File: src/rtl/accel_ap_sequencer.sv
`timescale 1ns/1ps
// accel_ap_sequencer
//   Initiator side of the ap_ctrl_hs handshake for the parking-spot direction
//   accelerator. A periodic tick snapshots the sensor/route inputs, raises
//   ap_start until ap_ready, waits for ap_done and captures next_dirc.
//   Dropped ticks are counted and hung transactions are aborted by a watchdog.
//
// Ports
//   HCLK, HRESETn                    clock, asynchronous active-low reset
//   enable                           tick generator run enable
//   clear_status                     zeroes overrun_cnt and timeout_flag
//   accel_x_in..end_point_in         live sensor/route values
//   accel_x..end_point               snapshot values driven to accelerator
//   ap_start/ap_ready/ap_done/ap_idle  ap_ctrl_hs handshake (ap_idle unused)
//   next_dirc, next_dirc_ap_vld      accelerator result and its qualifier
//   dirc_out, dirc_valid             last captured direction, 1-cycle strobe
//   busy                             transaction in flight
//   overrun_cnt                      saturating count of dropped ticks
//   timeout_flag                     sticky watchdog abort flag
module accel_ap_sequencer #(
  parameter int unsigned DATA_W         = 32,
  parameter int unsigned TICK_CYCLES    = 200000,
  parameter int unsigned TIMEOUT_CYCLES = 4096
) (
  input  logic              HCLK,
  input  logic              HRESETn,
  input  logic              enable,
  input  logic              clear_status,
  input  logic [DATA_W-1:0] accel_x_in,
  input  logic [DATA_W-1:0] yaw_in,
  input  logic [DATA_W-1:0] start_point_in,
  input  logic [DATA_W-1:0] end_point_in,
  output logic              ap_start,
  input  logic              ap_ready,
  input  logic              ap_done,
  input  logic              ap_idle,
  output logic [DATA_W-1:0] accel_x,
  output logic [DATA_W-1:0] yaw,
  output logic [DATA_W-1:0] start_point,
  output logic [DATA_W-1:0] end_point,
  input  logic [DATA_W-1:0] next_dirc,
  input  logic              next_dirc_ap_vld,
  output logic [DATA_W-1:0] dirc_out,
  output logic              dirc_valid,
  output logic              busy,
  output logic [7:0]        overrun_cnt,
  output logic              timeout_flag
);

  localparam int unsigned TICK_W = (TICK_CYCLES > 1) ? $clog2(TICK_CYCLES) : 1;
  localparam int unsigned WD_W   = $clog2(TIMEOUT_CYCLES + 1);
  localparam logic [TICK_W-1:0] TICK_LAST = TICK_W'(TICK_CYCLES - 1);
  localparam logic [WD_W-1:0]   WD_LAST   = WD_W'(TIMEOUT_CYCLES - 1);

  typedef enum logic [1:0] {S_IDLE, S_START, S_WAIT_DONE} state_e;

  state_e              state_q, state_d;
  logic [TICK_W-1:0]   tick_cnt_q, tick_cnt_d;
  logic [WD_W-1:0]     wd_cnt_q, wd_cnt_d;
  logic                ap_start_q, ap_start_d;
  logic [DATA_W-1:0]   accel_x_q, accel_x_d, yaw_q, yaw_d;
  logic [DATA_W-1:0]   start_point_q, start_point_d, end_point_q, end_point_d;
  logic [DATA_W-1:0]   hold_q, hold_d;
  logic                got_vld_q, got_vld_d;
  logic [DATA_W-1:0]   dirc_out_q, dirc_out_d;
  logic                dirc_valid_q, dirc_valid_d;
  logic [7:0]          overrun_cnt_q, overrun_cnt_d;
  logic                timeout_flag_q, timeout_flag_d;

  logic tick;
  logic done_now;
  logic unused_ap_idle;

  assign unused_ap_idle = ap_idle;
  assign tick     = enable && (tick_cnt_q == TICK_LAST);
  // In START completion needs ap_ready too; in WAIT_DONE ap_done alone suffices.
  assign done_now = ap_done && ((state_q != S_START) || ap_ready);

  always_comb begin
    state_d        = state_q;
    wd_cnt_d       = wd_cnt_q;
    ap_start_d     = ap_start_q;
    accel_x_d      = accel_x_q;
    yaw_d          = yaw_q;
    start_point_d  = start_point_q;
    end_point_d    = end_point_q;
    hold_d         = hold_q;
    got_vld_d      = got_vld_q;
    dirc_out_d     = dirc_out_q;
    dirc_valid_d   = 1'b0;
    overrun_cnt_d  = overrun_cnt_q;
    timeout_flag_d = timeout_flag_q;
    tick_cnt_d     = (!enable || tick) ? '0 : tick_cnt_q + TICK_W'(1);

    case (state_q)
      S_IDLE: begin
        if (tick) begin
          accel_x_d     = accel_x_in;
          yaw_d         = yaw_in;
          start_point_d = start_point_in;
          end_point_d   = end_point_in;
          ap_start_d    = 1'b1;
          wd_cnt_d      = '0;
          got_vld_d     = 1'b0;
          state_d       = S_START;
        end
      end
      default: begin
        if (tick && (overrun_cnt_q != 8'hFF)) begin
          overrun_cnt_d = overrun_cnt_q + 8'd1;
        end
        if (next_dirc_ap_vld) begin
          hold_d    = next_dirc;
          got_vld_d = 1'b1;
        end
        if (done_now) begin
          state_d    = S_IDLE;
          ap_start_d = 1'b0;
          got_vld_d  = 1'b0;
          // A qualifier in the completing cycle is newer than the held value.
          if (next_dirc_ap_vld || got_vld_q) begin
            dirc_out_d   = next_dirc_ap_vld ? next_dirc : hold_q;
            dirc_valid_d = 1'b1;
          end
        end else if (wd_cnt_q == WD_LAST) begin
          timeout_flag_d = 1'b1;
          ap_start_d     = 1'b0;
          got_vld_d      = 1'b0;
          state_d        = S_IDLE;
        end else begin
          wd_cnt_d = wd_cnt_q + WD_W'(1);
          if ((state_q == S_START) && ap_ready) begin
            ap_start_d = 1'b0;
            state_d    = S_WAIT_DONE;
          end
        end
      end
    endcase

    if (clear_status) begin
      overrun_cnt_d  = '0;
      timeout_flag_d = 1'b0;
    end
  end

  always_ff @(posedge HCLK or negedge HRESETn) begin
    if (!HRESETn) begin
      state_q        <= S_IDLE;
      tick_cnt_q     <= '0;
      wd_cnt_q       <= '0;
      ap_start_q     <= 1'b0;
      accel_x_q      <= '0;
      yaw_q          <= '0;
      start_point_q  <= '0;
      end_point_q    <= '0;
      hold_q         <= '0;
      got_vld_q      <= 1'b0;
      dirc_out_q     <= '0;
      dirc_valid_q   <= 1'b0;
      overrun_cnt_q  <= '0;
      timeout_flag_q <= 1'b0;
    end else begin
      state_q        <= state_d;
      tick_cnt_q     <= tick_cnt_d;
      wd_cnt_q       <= wd_cnt_d;
      ap_start_q     <= ap_start_d;
      accel_x_q      <= accel_x_d;
      yaw_q          <= yaw_d;
      start_point_q  <= start_point_d;
      end_point_q    <= end_point_d;
      hold_q         <= hold_d;
      got_vld_q      <= got_vld_d;
      dirc_out_q     <= dirc_out_d;
      dirc_valid_q   <= dirc_valid_d;
      overrun_cnt_q  <= overrun_cnt_d;
      timeout_flag_q <= timeout_flag_d;
    end
  end

  assign ap_start     = ap_start_q;
  assign accel_x      = accel_x_q;
  assign yaw          = yaw_q;
  assign start_point  = start_point_q;
  assign end_point    = end_point_q;
  assign dirc_out     = dirc_out_q;
  assign dirc_valid   = dirc_valid_q;
  assign busy         = (state_q != S_IDLE);
  assign overrun_cnt  = overrun_cnt_q;
  assign timeout_flag = timeout_flag_q;

endmodule
File: config.mk
export PLATFORM = sky130hd
export DESIGN_NAME = accel_ap_sequencer
export DESIGN_NICKNAME = d
export VERILOG_FILES = /design/src/rtl/accel_ap_sequencer.sv
export SDC_FILE = /design/constraint.sdc
export NUM_CORES = 1
export LEC_CHECK = 0
export ABC_AREA = 1
export BUFFER_PORTS_ARGS = -buffer_cell sky130_fd_sc_hd__buf_2
export CAP_MARGIN = 10
export CORE_MARGIN = 4
export CORE_UTILIZATION = 40
export CTS_BUF_LIST = sky130_fd_sc_hd__clkbuf_2 sky130_fd_sc_hd__clkbuf_4 sky130_fd_sc_hd__clkbuf_8
export DETAILED_ROUTE_END_ITERATION = 6
export PLACE_DENSITY_LB_ADDON = 0.3
export SYNTH_ARGS = -nofsm -noshare
export SYNTH_HDL_FRONTEND = slang
export SYNTH_SLANG_ARGS = --single-unit
export TNS_END_PERCENT = 5
File: constraint.sdc
create_clock -name HCLK -period 1.6 [get_ports HCLK]
set_input_delay 0.32 -clock HCLK [delete_from_list [all_inputs] [get_ports HCLK]]
set_output_delay 0.32 -clock HCLK [all_outputs]
set_load 0.005 [all_outputs]
==> flow_metrics.env, run 1 <==
export IMPL_grt_pass1_vias=10249
export IMPL_syn_area_um2=10000
export IMPL_syn_inst=1157
export IMPL_end_kind="output pin"
export IMPL_ir_drop_mv=0.485
export IMPL_p_per_area_nw_per_um2=806
export IMPL_pwr_share_comb_pct=6.3
export IMPL_antenna_found_initial=0
export IMPL_slew_viol_final=0
export IMPL_setup_viol=140
export IMPL_coreArea_um2=24500
export IMPL_min_path_type="primary input to flip-flop"
export IMPL_cap_violations=0
export IMPL_hold_depth=3
export IMPL_critical_path_max_stage_delay_ns=0.38
export IMPL_worstHoldStart="start_point_in[22]"
export IMPL_clk_latency_ns=0.54
export IMPL_status="complete, but fails checks"
export IMPL_fp_dieW_um=166
export IMPL_regToRegStartpoint="tick_cnt_q[1]$_DFF_PN0_"
export IMPL_cellInternalPower_mw=9.73
export IMPL_grt_pass1_wl_mm=52.3
export IMPL_cp_arrival_ns=1.38
export IMPL_final_nets=1879
export IMPL_finalHoldViolCount=0
export IMPL_critPathRequiredTime_ns=1.28
export IMPL_grt_ovfl_total=0
export IMPL_die_h_um=166
export IMPL_postLayoutCoreUtil_pct=63.2
export IMPL_crit_slowest_cell="dfrtp_1"
export IMPL_synth_seq_cells=236
export IMPL_min_period_ns=1.70
export IMPL_row_count=57
export IMPL_hpwlAfterDp_mm=19.8
export IMPL_postPlaceCellArea_um2=12500
export IMPL_drcViolationCount=0
export IMPL_skew_ns=0.0279
export IMPL_min_to="start_point[22]$_DFFE_PN0P_"
export IMPL_synth_warning_count=0
export IMPL_worst_pin_slew_ns=0.438
export IMPL_yosysSeqAreaShare_pct=58.8
export IMPL_clockBufferDepth=3
export IMPL_finalWeightedCongestion=0.858
export IMPL_fin_hold_ws_ns=0.0302
export IMPL_slew_headroom_pct=70.8
export IMPL_fin_crit_sh_pct=106
export IMPL_finalSetupTns_ns=-5.46
export IMPL_cts_root_buffer="clkbuf_8"
export IMPL_final_cell_mix="nand2_1 (469), buf_2 (336), dfrtp_1 (236), dlygate4sd3_1 (125), o21ai_0 (77)"
export IMPL_wl_per_cell_um=16.6
export IMPL_fin_area_um2=15500
export IMPL_clkSinkCount=236
export IMPL_drive_above_1_share_pct=36.5
export IMPL_vias_per_cell=4.84
export IMPL_critPathLaunch="state_q[1]$_DFFE_PN0P_"
export IMPL_layout_commonest_cell="nand2_1"
export IMPL_htreeDepth=2
export IMPL_die_area_um2=27700
export IMPL_vias=9953
export IMPL_start_util_pct=40.9
export IMPL_clk_pin_slew_ns=0.06
export IMPL_wl_mm=34.2
export IMPL_power_switching_share_pct=22.2
export IMPL_fmax_mhz=590
export IMPL_drt_iter0_drc=744
export IMPL_yosys_most_used_dff="dfrtp_1"
export IMPL_synth_edf_count=0
export IMPL_violations="setup timing"
export IMPL_worstPathMaxFanout=3
export IMPL_cp_cell_sequence="nor2_2, inv_2, buf_12, buf_6"
export IMPL_nFillCells=1876
export IMPL_seq_power_share_pct=47.9
export IMPL_drt_pass1_iter_count=5
export IMPL_leakage_nw=8.66
export IMPL_synth_area_leader_cell="dfrtp_1"
export IMPL_cts_buffers_inserted=42
export IMPL_fin_ws_ns=-0.0955
export IMPL_power_frac_clock_pct=45.8
export IMPL_grt_usage_pct=22.8
export IMPL_netlist_area_leader_share_pct=58.8
export IMPL_yosysUniqueCellTypes=24
export IMPL_syn_mean_instance_area_um2=8.68
export IMPL_areaGrowthSynthToFinish_pct=54.5
export IMPL_io_pins=340
export IMPL_ff2ff_path_depth=10
export IMPL_path_class="flip-flop to output pin"
export IMPL_portBuffers=338
export IMPL_synth_area_leaders="dfrtp_1 (59%), nand2_1 (20%), o21ai_0 (3.9%)"
export IMPL_r2r_end="end_point[11]$_DFFE_PN0P_"
export IMPL_n_antenna_cell=0
export IMPL_r2r_slack_ns=-0.09
export IMPL_async_flop_share_pct=100
export IMPL_switchingPower_mw=2.77
export IMPL_ant_nets=0
export IMPL_cts_tree="yes"
export IMPL_syn_num_nets=1328
export IMPL_rsz0062_at_grt="yes"
export IMPL_grt_start_max_net_pins=52
export IMPL_crit_path_start_kind="flip-flop"
[sequential cells by signal, summed over array words and instances (netlist names)]
register and cells:
accel_x 32, dirc_out 32, dirc_valid 1, end_point 32, got_vld_q 1, hold_q 32
overrun_cnt 8, start_point 32, state_q 2, tick_cnt_q 18, timeout_flag 1, wd_cnt_q 13
yaw 32
[cell families after synthesis]
group / share of synthesized area (%)
compound gates: 5.00
xor+xnor: 0.523
fa+ha+maj: 0.374
buf+inv: 5.63
flops: 58.8
mux: 3.59
simple gates: 26.1
[final cells by class]
type	instances	area, um2	area share [%]
clock buffers	66	846	5.45
flip-flops and latches	236	5910	38.1
repair buffers	557	4170	26.9
well taps	324	405	2.61
multi-input cells	804	3910	25.2
clock inverters	3	15.0	0.0968
inverters	67	264	1.70
[synth_stat cells (4+ instances only)]
cell type and count:
clkbuf_1 15, nor3b_1 4, o21ai_0 79, nand2_1 533, dfrtp_1 236, nand4_1 7, nand3_1 45, a21oi_1 19
xor2_1 6, buf_6 13, mux2_2 32, nor3_1 16, inv_1 63, buf_2 20, nor2_1 52, inv_2 4
[worst max-delay path, delay by kind of cell (launching register included)]
family | cells | cell delay (ns)
flops | 1 | 0.38
simple gates | 1 | 0.15
buf+inv | 3 | 0.31
[timing repair]
action | in CTS | in global routing
cloned | 4 | 10
pin swaps | 6 | 26
endpoints found under the setup margin | 194 | 187
endpoints found under the hold margin | 158 | 0
setup buffers | 15 | 4
hold buffers | 125 | 0
resized for setup | 26 | 98
[stage by stage]
stage	power, mW	setup slack [ns]	cells
3_3_place_gp	6.60	-0.166	1834
4_1_cts	12.6	-0.124	2047
6_report	12.5	-0.0955	2057
3_5_place_dp	6.61	-0.216	1834
5_1_grt	13.0	-0.185	2057
2_1_floorplan	6.20	-0.0138	1157
[worst max-delay path by stage]
stage,endpoint,slack [ns]
floorplan,yaw[0]$_DFFE_PN0P_,-0.01
global placement,tick_cnt_q[15]$_DFF_PN0_,-0.17
detailed placement,tick_cnt_q[15]$_DFF_PN0_,-0.22
CTS,busy,-0.12
global route,busy,-0.18
finish,busy,-0.1
[power by group through the flow]
stage,logic [mW],registers (mW),clock network [mW]
global placement,0.509,6.09,0
global route,0.866,5.98,6.18
detailed placement,0.513,6.09,0
finish,0.784,5.99,5.73
floorplan,0.103,6.10,0
CTS,0.773,5.99,5.88
[layer usage]
| metal | part of all wire (%) | track usage [%] |
|---|---|---|
| met2 | 48 | 37.5 |
| met3 | 6.2 | 5.19 |
| met4 | 5.4 | 11.7 |
| met1 | 40 | 28.2 |
| met5 | 0 | 0 |
Note: power is estimated with default switching activity, not from simulation.
==> run 2: changes to the inputs <==
clock period = 1.5 ns   (was 1.6 ns; I/O delays follow)
==> flow_metrics.env, run 2 (same netlist as run 1, synthesis figures left out) <==
export IMPL_die_h_um=166
export IMPL_final_nets=1890
export IMPL_min_period_ns=1.71
export IMPL_wl_per_cell_um=15.3
export IMPL_min_path_type="primary input to flip-flop"
export IMPL_finalHoldViolCount=0
export IMPL_critical_path_max_stage_delay_ns=0.38
export IMPL_r2r_slack_ns=-0.15
export IMPL_antenna_found_initial=0
export IMPL_cap_violations=0
export IMPL_drt_pass1_iter_count=5
export IMPL_coreArea_um2=24500
export IMPL_htreeDepth=2
export IMPL_finalWeightedCongestion=0.908
export IMPL_cts_root_buffer="clkbuf_8"
export IMPL_fin_crit_sh_pct=114
export IMPL_end_kind="output pin"
export IMPL_fmax_mhz=584
export IMPL_areaGrowthSynthToFinish_pct=51.1
export IMPL_grt_start_max_net_pins=50
export IMPL_ir_drop_mv=0.632
export IMPL_status="complete, but fails checks"
export IMPL_grt_pass1_vias=10278
export IMPL_ant_nets=0
export IMPL_cts_tree="yes"
export IMPL_vias=9961
export IMPL_drt_iter0_drc=623
export IMPL_hpwlAfterDp_mm=20.4
export IMPL_slew_viol_final=0
export IMPL_layout_commonest_cell="nand2_1"
export IMPL_drcViolationCount=0
export IMPL_worstPathMaxFanout=2
export IMPL_postLayoutCoreUtil_pct=61.9
export IMPL_grt_usage_pct=22.3
export IMPL_crit_path_start_kind="flip-flop"
export IMPL_fin_area_um2=15200
export IMPL_fin_hold_ws_ns=0.0389
export IMPL_critPathRequiredTime_ns=1.20
export IMPL_row_count=57
export IMPL_grt_pass1_wl_mm=51.6
export IMPL_p_per_area_nw_per_um2=887
export IMPL_leakage_nw=8.56
export IMPL_postPlaceCellArea_um2=12700
export IMPL_grt_ovfl_total=0
export IMPL_cts_buffers_inserted=42
export IMPL_clk_pin_slew_ns=0.06
export IMPL_wl_mm=31.6
export IMPL_portBuffers=338
export IMPL_setup_viol=191
export IMPL_crit_slowest_cell="dfrtp_1"
export IMPL_skew_ns=0.0272
export IMPL_final_cell_mix="nand2_1 (529), buf_2 (332), dfrtp_1 (236), dlygate4sd3_1 (128), buf_4 (77)"
export IMPL_drive_above_1_share_pct=33.2
export IMPL_violations="setup timing"
export IMPL_dp_worst_setup_slack_ns=-0.195
export IMPL_cp_cell_sequence="nor2_2, clkinv_2, buf_12, buf_6"
export IMPL_die_area_um2=27700
export IMPL_worst_pin_slew_ns=0.374
export IMPL_fin_ws_ns=-0.213
export IMPL_io_pins=340
export IMPL_clk_latency_ns=0.54
export IMPL_start_util_pct=40.9
export IMPL_clkSinkCount=236
export IMPL_path_class="flip-flop to output pin"
export IMPL_vias_per_cell=4.81
export IMPL_rsz0062_at_grt="yes"
export IMPL_clockBufferDepth=3
export IMPL_cp_arrival_ns=1.41
export IMPL_slew_headroom_pct=75.0
export IMPL_fp_dieW_um=166
export IMPL_n_antenna_cell=0
run 2: repair_timing:
| action | in CTS | in global routing |
|---|---|---|
| endpoints found under the hold margin | 328 | 0 |
| gates resized for setup | 27 | 27 |
| pin swaps | 2 | 5 |
| cloned | 1 | 0 |
| endpoints found under the setup margin | 206 | 227 |
| hold buffers | 128 | 0 |
| setup buffers | 7 | 3 |
run 2: report_power, final:
group	switching [mW]	internal [mW]	total, mW
logic	0.378	0.468	0.846
clock network	2.61	3.61	6.23
registers	0.00762	6.38	6.39
run 2: critical path, delay by kind of cell (launching register included):
kind,cells,cell delay [ns]
buffers and inverters,3,0.34
AND/OR/NAND/NOR,1,0.16
flip-flops,1,0.38
run 2: cell type report:
cell class | instances | area [um2]
multi-input cells | 804 | 3670
repair buffers | 568 | 4040
well taps | 324 | 405
clock buffers | 68 | 861
inverters | 67 | 262
fillers | 2019 | 9360
clock inverters | 4 | 27.5
flip-flops and latches | 236 | 5910
run 2: worst paths after layout:
kind,start,to,cells past startpoint
setup / recovery,state_q[1]$_DFFE_PN0P_,busy,4
hold / removal,accel_x_in[7],accel_x[7]$_DFFE_PN0P_,3
setup reg to reg,tick_cnt_q[0]$_DFF_PN0_,start_point[15]$_DFFE_PN0P_,11
hold reg to reg,yaw[5]$_DFFE_PN0P_,yaw[5]$_DFFE_PN0P_,2
max in group asynchronous,HRESETn,wd_cnt_q[2]$_DFFE_PN0P_,3
min in group asynchronous,HRESETn,tick_cnt_q[14]$_DFF_PN0_,2
run 2: layer usage:
| metal | up-vias | wire length (um) | GRT usage [%] |
|---|---|---|---|
| met4 | 0 | 1430 | 9.85 |
| met2 | 371 | 15400 | 37.8 |
| met3 | 99 | 1920 | 4.84 |
| li1 | 4782 | - | - |
| met1 | 4709 | 12800 | 27.5 |
| met5 | - | 0 | 0 |
run 2: per-stage QoR:
| step | cells | total power [mW] | setup TNS (ns) |
|---|---|---|---|
| floorplan | 1157 | 6.61 | -15.43 |
| global placement | 1860 | 7.06 | -21.24 |
| detailed placement | 1860 | 7.06 | -22.11 |
| CTS | 2068 | 13.6 | -23.36 |
| global route | 2071 | 14.0 | -40.84 |
| finish | 2071 | 13.5 | -19.08 |
